==> src/rtl/reg_file.sv <==
// Architectural register file: two combinational read ports with optional
// write forwarding, one synchronous write port, a debug read port and a write counter.
module reg_file #(
  parameter int WIDTH    = 10,
  parameter int NREG     = 4,
  parameter int AW       = 2,
  parameter int BYPASS   = 1,
  parameter int ZERO_REG = 0
) (
  input  logic             clk,
  input  logic             rst_n,
  input  logic [AW-1:0]    rs_addr,
  input  logic [AW-1:0]    rt_addr,
  output logic [WIDTH-1:0] rs_data,
  output logic [WIDTH-1:0] rt_data,
  input  logic             we,
  input  logic [AW-1:0]    waddr,
  input  logic [WIDTH-1:0] wdata,
  input  logic [AW-1:0]    dbg_addr,
  output logic [WIDTH-1:0] dbg_data,
  output logic [7:0]       wr_count
);

  logic [WIDTH-1:0] regs_q [NREG];
  logic [WIDTH-1:0] regs_d [NREG];
  logic [7:0]       wr_count_q;
  logic [7:0]       wr_count_d;
  logic             wr_acc;
  logic             wr_fwd;
  logic             zero_rs;
  logic             zero_rt;
  logic             zero_dbg;

  assign wr_acc = we && !((ZERO_REG != 0) && (waddr == '0));
  // Forwarding is gated by rst_n so reads stay 0 throughout reset.
  assign wr_fwd = rst_n && wr_acc && (BYPASS != 0);

  assign zero_rs  = (ZERO_REG != 0) && (rs_addr == '0);
  assign zero_rt  = (ZERO_REG != 0) && (rt_addr == '0);
  assign zero_dbg = (ZERO_REG != 0) && (dbg_addr == '0);

  always_comb begin
    regs_d     = regs_q;
    wr_count_d = wr_count_q;
    if (wr_acc) begin
      regs_d[waddr] = wdata;
      if (wr_count_q != '1) begin
        wr_count_d = wr_count_q + 8'd1;
      end
    end
  end

  always_ff @(posedge clk or negedge rst_n) begin
    if (!rst_n) begin
      for (int unsigned i = 0; i < NREG; i++) begin
        regs_q[i] <= '0;
      end
      wr_count_q <= '0;
    end else begin
      regs_q     <= regs_d;
      wr_count_q <= wr_count_d;
    end
  end

  always_comb begin
    rs_data  = regs_q[rs_addr];
    rt_data  = regs_q[rt_addr];
    dbg_data = regs_q[dbg_addr];
    if (wr_fwd && (rs_addr == waddr)) begin
      rs_data = wdata;
    end
    if (wr_fwd && (rt_addr == waddr)) begin
      rt_data = wdata;
    end
    if (!rst_n || zero_rs) begin
      rs_data = '0;
    end
    if (!rst_n || zero_rt) begin
      rt_data = '0;
    end
    if (!rst_n || zero_dbg) begin
      dbg_data = '0;
    end
  end

  assign wr_count = rst_n ? wr_count_q : 8'd0;

endmodule
==> config.mk <==
export PLATFORM = sky130hd
export DESIGN_NAME = reg_file
export DESIGN_NICKNAME = d
export VERILOG_FILES = /design/src/rtl/reg_file.sv
export SDC_FILE = /design/constraint.sdc
export NUM_CORES = 1
export LEC_CHECK = 0
export ABC_CLOCK_PERIOD_IN_PS = 3300
export CAP_MARGIN = 25
export CORE_MARGIN = 2
export CORE_UTILIZATION = 35
export CTS_CLUSTER_SIZE = 28
export DETAILED_ROUTE_END_ITERATION = 6
export MAX_ROUTING_LAYER = met4
export PLACE_DENSITY = 0.68
export SYNTH_ARGS = -nofsm -noshare
export SYNTH_HDL_FRONTEND = slang
export SYNTH_SLANG_ARGS = --single-unit
==> constraint.sdc <==
create_clock -name clk -period 3.3 [get_ports clk]
set_input_delay 0.33 -clock clk [delete_from_list [all_inputs] [get_ports clk]]
set_output_delay 0.33 -clock clk [all_outputs]
set_load 0.005 [all_outputs]
==> results of run 1 <==
[per-stage QoR]
| step | area, µm² | instances | power [µW] | worst slack [ns] |
|---|---|---|---|---|
| 6_report | 4250 | 448 | 2080 | 0.437 |
| 5_1_grt | 4250 | 448 | 2190 | 0.339 |
| 4_1_cts | 4250 | 448 | 2090 | 0.431 |
| 3_5_place_dp | 4140 | 440 | 1660 | 0.451 |
| 3_3_place_gp | 4140 | 440 | 1630 | 0.503 |
| 2_1_floorplan | 3410 | 255 | 1320 | 1.68 |
[metal layers]
layer  routed length [µm]  GRT usage (%)  vias to the layer above
met5                    0              -                        -
met4                  119           4.31                        0
met3                  414           2.92                        9
met2                 4290           28.6                       76
met1                 3870           24.1                     1315
li1                     -              -                     1138
[power by group through the flow]
stage | logic (µW) | registers [µW] | clock network [µW]
3_5_place_dp | 780 | 877 | 0
3_3_place_gp | 762 | 868 | 0
2_1_floorplan | 492 | 831 | 0
6_report | 774 | 867 | 437
4_1_cts | 785 | 864 | 444
5_1_grt | 840 | 886 | 463
[worst register-to-register path, delay by kind of cell, from the launching register on]
kind            cells  cell delay [ns]
compound gates      1             0.28
flops               1             0.41
fa+ha+maj           1             0.24
mux                 1             0.36
simple gates        1             0.20
[layout make-up]
cell class,instances,area share (%)
Sequential cell,48,28.3
Clock inverter,3,1.00
Inverter,1,0.0883
Timing Repair Buffer,72,16.3
Clock buffer,5,1.62
Tap cell,133,3.91
Multi-Input combinational cell,186,48.8
[sequential cells by signal, summed over array words and instances, names as in the netlist]
signal,count
regs_q,40
wr_count_q,8
[path summary, 6_finish.rpt]
| check | end | slack (ns) | cells past startpoint |
|---|---|---|---|
| worst min register to register | wr_count_q[0]$_DFFE_PN0P_ | 0.53 | 1 |
| worst max register to register | wr_count_q[1]$_DFFE_PN0P_ | 1.70 | 4 |
| max in group asynchronous | regs_q[13]$_DFFE_PN0P_ | 2.94 | 2 |
| worst max-delay path | rs_data[5] | 0.44 | 5 |
| min in group clk | wr_count_q[0]$_DFFE_PN0P_ | 0.53 | 1 |
| worst min-delay path | regs_q[36]$_DFFE_PN0P_ | 0.07 | 2 |
[kinds of logic after synthesis]
| family | Yosys count | synth area share (%) |
|---|---|---|
| buffers and inverters | 21 | 3.85 |
| flip-flops | 48 | 35.2 |
| AND/OR/NAND/NOR | 53 | 9.77 |
| adder cells (fa/ha/maj) | 1 | 0.367 |
| multiplexers | 72 | 34.1 |
| AO/OA/AOI/OAI | 47 | 10.9 |
| XOR/XNOR | 13 | 5.76 |
[cells in the final DEF (no fill, tap or decap), types with 2 or more instances in the layout]
| cell | n |
|---|---|
| nand4_1 | 23 |
| nand2_1 | 2 |
| mux4_2 | 26 |
| and2_1 | 19 |
| clkdlybuf4s50_1 | 57 |
| a21boi_1 | 12 |
| xor2_2 | 2 |
| xor2_4 | 2 |
| nand3b_1 | 2 |
| buf_4 | 13 |
| xnor2_1 | 4 |
| mux4_1 | 4 |
| o21ai_0 | 3 |
| o31ai_1 | 20 |
| nand3_1 | 2 |
| dfrtp_1 | 48 |
| xnor2_2 | 4 |
| a21boi_2 | 8 |
| clkbuf_8 | 5 |
| mux2_2 | 42 |
[cells in the mapped netlist, drive strengths merged (2+ instances only)]
library cell	n	area (µm²)
xor2	5	96.3
o21ai	4	20.0
nand3b	2	15.0
a21boi	21	188
mux2	42	473
nand4	23	144
xnor2	8	100
and2	19	119
dfrtp	48	1200
clkbuf	9	41.3
nand2	2	7.51
mux4	30	691
o31ai	20	150
nand3	3	20.0
buf	11	86.3
==> impl_metrics.tcl, run 1 <==
set metrics [dict create \
    synthesis.area_um2 3410 \
    fp.coreArea_um2 9590 \
    cts_resized 0 \
    cp-start-kind "primary input" \
    initial_utilization_pct 35.5 \
    fin_skew_ns 0.00891 \
    clk_path_buf_depth 2 \
    final_antenna_net_count 0 \
    synth_edf_count 0 \
    yosysWarningCount 0 \
    period_needed_ns 2.86 \
    fmax_ghz 0.349 \
    slew-limit-headroom_pct 50.5 \
    ys_types 35 \
    first_pass_iters 4 \
    ys_async_sr_fraction_pct 100 \
    hold_class "primary input to async pin" \
    clock_sinks 48 \
    setup-tns-final_ns 0 \
    multi_input_area_um2 2080 \
    drv_cap 0 \
    rsz0062_at_grt "no" \
    grt_usage_pct 17.9 \
    critPathLaunch "waddr[1]" \
    status "complete, no violations" \
    antenna_found_initial 0 \
    finalNetCount 336 \
    drt_iter0_drc 232 \
    synth_nets 277 \
    fin_util_pct 44.3 \
    cts_made_buffers 5 \
    io_pins 59 \
    fin_crit_sh_pct 86.7 \
    slowest_stage "clkdlybuf4s50_1" \
    synth_seq_cells 48 \
    seq_area_um2 1200 \
    grt_overflow 0 \
    crit_family "buffers and inverters" \
    r2r-start "wr_count_q[0]$_DFFE_PN0P_" \
    setup_violations 0 \
    fp.dieW_um 103 \
    grt_max_degree 87 \
    cp_max_fo 10 \
    power.density_nw_per_um2 489 \
    cp-end-kind "primary output" \
    drive_gt1_share_pct 34.3 \
    n_antenna_cell 0 \
    syn_inst 255 \
    fill_cells 911 \
    slowest_delay_ns 0.80 \
    drc 0 \
    post_cts_buffers 0 \
    cts_tree "built" \
    internal_power_uw 1430 \
    pwr-share-clk_pct 21.0 \
    hpwl_um 6060 \
    hold_buffers 0 \
    io_buffers 58 \
    holdWs_ns 0.0652 \
    htreeDepth 2 \
    p_sw_share_pct 31.0 \
    syn_area_per_cell_um2 13.4 \
    vias 2538 \
    worst_pin_slew_ns 0.740 \
    clkLatencyLatePin_ns 0.31 \
    seqPwrFrac_pct 41.7 \
    slew_violations 0 \
    clk_pin_slew_ns 0.09 \
    die-area_um2 10500 \
    root_buffer "clkbuf_8" \
    switching_power_uw 645 \
    areaGrowthSynthToFinish_pct 24.7 \
    cp_num_buf_inv 2 \
    drt_wl_total_um 8700 \
    hold_viol_final 0 \
    seq_area_frac_synth_pct 35.2 \
    cp_common_cell "clkdlybuf4s50_1" \
    peakVddDrop_mv 0.249 \
    path_cells "clkdlybuf4s50_1 > xor2_2 > o31ai_1 > a21boi_2 > clkdlybuf4s50_1" \
    criticalPathCategory "primary input to primary output" \
    grt_pass1_wl_um 13700 \
    num_rows 36 \
    viasPerCell 5.67 \
    place.gp.congestion 0.820 \
    crit_arrival_ns 2.53 \
    die_h_um 103 \
    routedWlPerCell_um 19.4 \
    grt_pass1_vias 2510 \
    synthFlopType "dfrtp_1" \
    worstPathRequired_ns 2.97 \
    pwr-share-comb_pct 37.3 \
    p_leak_uw 0.00157 \
]
Note: power is estimated with default switching activity, not from simulation.
==> run 2: changes to the inputs <==
--- a/config.mk
+++ b/config.mk
@@ -8,11 +8,11 @@
 export ABC_CLOCK_PERIOD_IN_PS = 3300
 export CAP_MARGIN = 25
 export CORE_MARGIN = 2
-export CORE_UTILIZATION = 35
+export CORE_UTILIZATION = 45
 export CTS_CLUSTER_SIZE = 28
 export DETAILED_ROUTE_END_ITERATION = 6
 export MAX_ROUTING_LAYER = met4
-export PLACE_DENSITY = 0.68
+export PLACE_DENSITY = 0.81
 export SYNTH_ARGS = -nofsm -noshare
 export SYNTH_HDL_FRONTEND = slang
 export SYNTH_SLANG_ARGS = --single-unit
==> constraint.sdc (replaced) <==
create_clock -name clk -period 3.3 [get_ports clk]
set_input_delay 0.825 -clock clk [delete_from_list [all_inputs] [get_ports clk]]
set_output_delay 0.825 -clock clk [all_outputs]
set_load 0.005 [all_outputs]
==> impl_metrics.tcl, run 2 (synthesis gave the netlist of run 1 again) <==
set metrics [dict create \
    status "complete, no violations" \
    hold_class "primary input to async pin" \
    drv_cap 0 \
    fin_skew_ns 0.00244 \
    grt_pass1_vias 2872 \
    grt_pass1_wl_um 15900 \
    r2r-end "wr_count_q[1]$_DFFE_PN0P_" \
    fill_cells 555 \
    fp.coreArea_um2 7290 \
    path_cells "dlygate4sd2_1 > buf_12 > xor2_4 > buf_6 > o31ai_4 > a21boi_2 > clkdlybuf4s50_1" \
    initial_utilization_pct 46.7 \
    fin_crit_sh_pct 98.8 \
    viasPerCell 6.57 \
    dpl_cell_area_um2 4280 \
    largest_register_ffs 40 \
    cp-end-kind "primary output" \
    first_pass_iters 6 \
    slowest_delay_ns 0.49 \
    cts_tree "built" \
    die_h_um 91.0 \
    cp_max_fo 6 \
    peakVddDrop_mv 0.173 \
    fmax_ghz 0.307 \
    grt_max_degree 57 \
    place.gp.congestion 0.854 \
    worst_slack_ns 0.0396 \
    worstPathRequired_ns 2.47 \
    rsz0062_at_grt "no" \
    cp-start-kind "primary input" \
    areaGrowthSynthToFinish_pct 38.8 \
    drc 0 \
    hold_buffers 0 \
    drive_gt1_share_pct 45.0 \
    setup_violations 0 \
    clkLatencyLatePin_ns 0.31 \
    hpwl_um 6250 \
    p_leak_uw 0.00187 \
    r2r_cells 4 \
    clk_path_buf_depth 2 \
    worst_pin_slew_ns 0.686 \
    cts_made_buffers 5 \
    layout_commonest_cell "dfrtp_1" \
    antenna_found_initial 0 \
    grt_usage_pct 25.8 \
    dp_cells 417 \
    die-area_um2 8290 \
    cp_num_buf_inv 4 \
    criticalPathCategory "primary input to primary output" \
    root_buffer "clkbuf_8" \
    slowest_stage "clkdlybuf4s50_1" \
    vias 2883 \
    slew-limit-headroom_pct 54.2 \
    hold_viol_final 0 \
    pre_cts_ws_ns -0.387 \
    fin_cells 439 \
    fin_area_um2 4730 \
    fp.dieW_um 91.0 \
    reg2reg_slack_ns 1.71 \
    routedWlPerCell_um 23.0 \
    drt_iter0_drc 251 \
    htreeDepth 2 \
    r2r-start "wr_count_q[0]$_DFFE_PN0P_" \
    reg_top3 "regs_q x40, wr_count_q x8" \
    crit_family "buffers and inverters" \
    clock_sinks 48 \
    finalPower_uw 2180 \
    io_buffers 58 \
    crit_arrival_ns 2.44 \
    slew_violations 0 \
    clk_pin_slew_ns 0.09 \
    regMostFlops "regs_q" \
    drt_wl_total_um 10100 \
    grt_overflow 0 \
    period_needed_ns 3.26 \
    finalNetCount 362 \
    io_pins 59 \
    n_antenna_cell 0 \
    power.density_nw_per_um2 461 \
    final_antenna_net_count 0 \
    num_rows 31 \
    final_cell_mix "dfrtp_1, mux2_2, clkdlybuf4s50_1, mux4_2, nand4_1" \
]
[run 2: cell types whose count changed in the layout (fill, tap and decap cells not counted), sizes merged]
| cell | previous run | this run |
|---|---|---|
| buf | 15 | 42 |
| clkdlybuf4s50 | 57 | 37 |
| dlygate4sd2 | 0 | 12 |
| clkbuf | 5 | 9 |
| dlymetal6s2s | 0 | 4 |
| bufinv | 1 | 0 |
| clkinv | 1 | 0 |
| clkinvlp | 1 | 0 |
| xnor2 | 8 | 9 |
[run 2: how the worst max path moves through the flow]
stage                 from           to  slack (ns)  cells past startpoint
6_report          waddr[0]   rs_data[3]        0.04                      7
5_1_grt         rt_addr[0]   rt_data[3]      0.0002                      8
4_1_cts                 we   rt_data[2]      -0.006                      6
3_5_place_dp    rt_addr[0]   rt_data[2]       -0.39                      6
3_3_place_gp    rt_addr[0]   rt_data[2]       -0.40                      6
2_1_floorplan  dbg_addr[0]  dbg_data[0]        0.69                      3
[run 2: repair_timing]
| item | CTS | global route |
|---|---|---|
| gates cloned | 3 | 0 |
| pin swaps | 8 | 9 |
| endpoints found under the setup margin | 30 | 14 |
| setup buffers | 12 | 0 |
| resized for setup | 53 | 11 |
[run 2: through the flow]
step	utilization (%)	hold WS [ns]	TNS, ns
2_1_floorplan	-	0.479	0
3_3_place_gp	58.7	0.504	-7.71
3_5_place_dp	58.7	0.529	-7.56
4_1_cts	64.8	0.347	-0.00765
5_1_grt	64.9	0.356	0
6_report	64.9	0.344	0
[run 2: where the power goes]
part,internal [µW],switching (µW)
Combinational,554,357
Sequential,725,154
Clock,187,203
Total,1470,714
[run 2: final cells by class]
class	instances	area [µm²]	share of cell area (%)
tap	99	124	2.62
timing repair buffer	97	1060	22.3
clock buffer	7	96.3	2.04
sequential	48	1200	25.4
multi-input combinational	187	2250	47.5
inverter	1	3.75	0.0794
[run 2: per-layer routing]
layer	share of wire (%)	wire length [µm]	track usage (%)
met1	40	4050	33.6
met2	48	4880	41.9
met3	8.3	836	4.23
met4	3.3	337	7.70
met5	0	0	-
[run 2: worst register-to-register path: stages, from the launching register on]
cell     delay [ns]
dfrtp_1        0.41
ha_1           0.22
nand4_1        0.21
o21ai_1        0.28
mux2_2         0.36
==> run 3: changes to the inputs <==
--- a/config.mk
+++ b/config.mk
@@ -11,6 +11,7 @@
 export CORE_UTILIZATION = 45
 export CTS_CLUSTER_SIZE = 28
 export DETAILED_ROUTE_END_ITERATION = 6
+export GPL_ROUTABILITY_DRIVEN = 0
 export MAX_ROUTING_LAYER = met4
 export PLACE_DENSITY = 0.81
 export SYNTH_ARGS = -nofsm -noshare
==> results of run 3 <==
Final layout, timing and power as in run 2 (identical DEF).
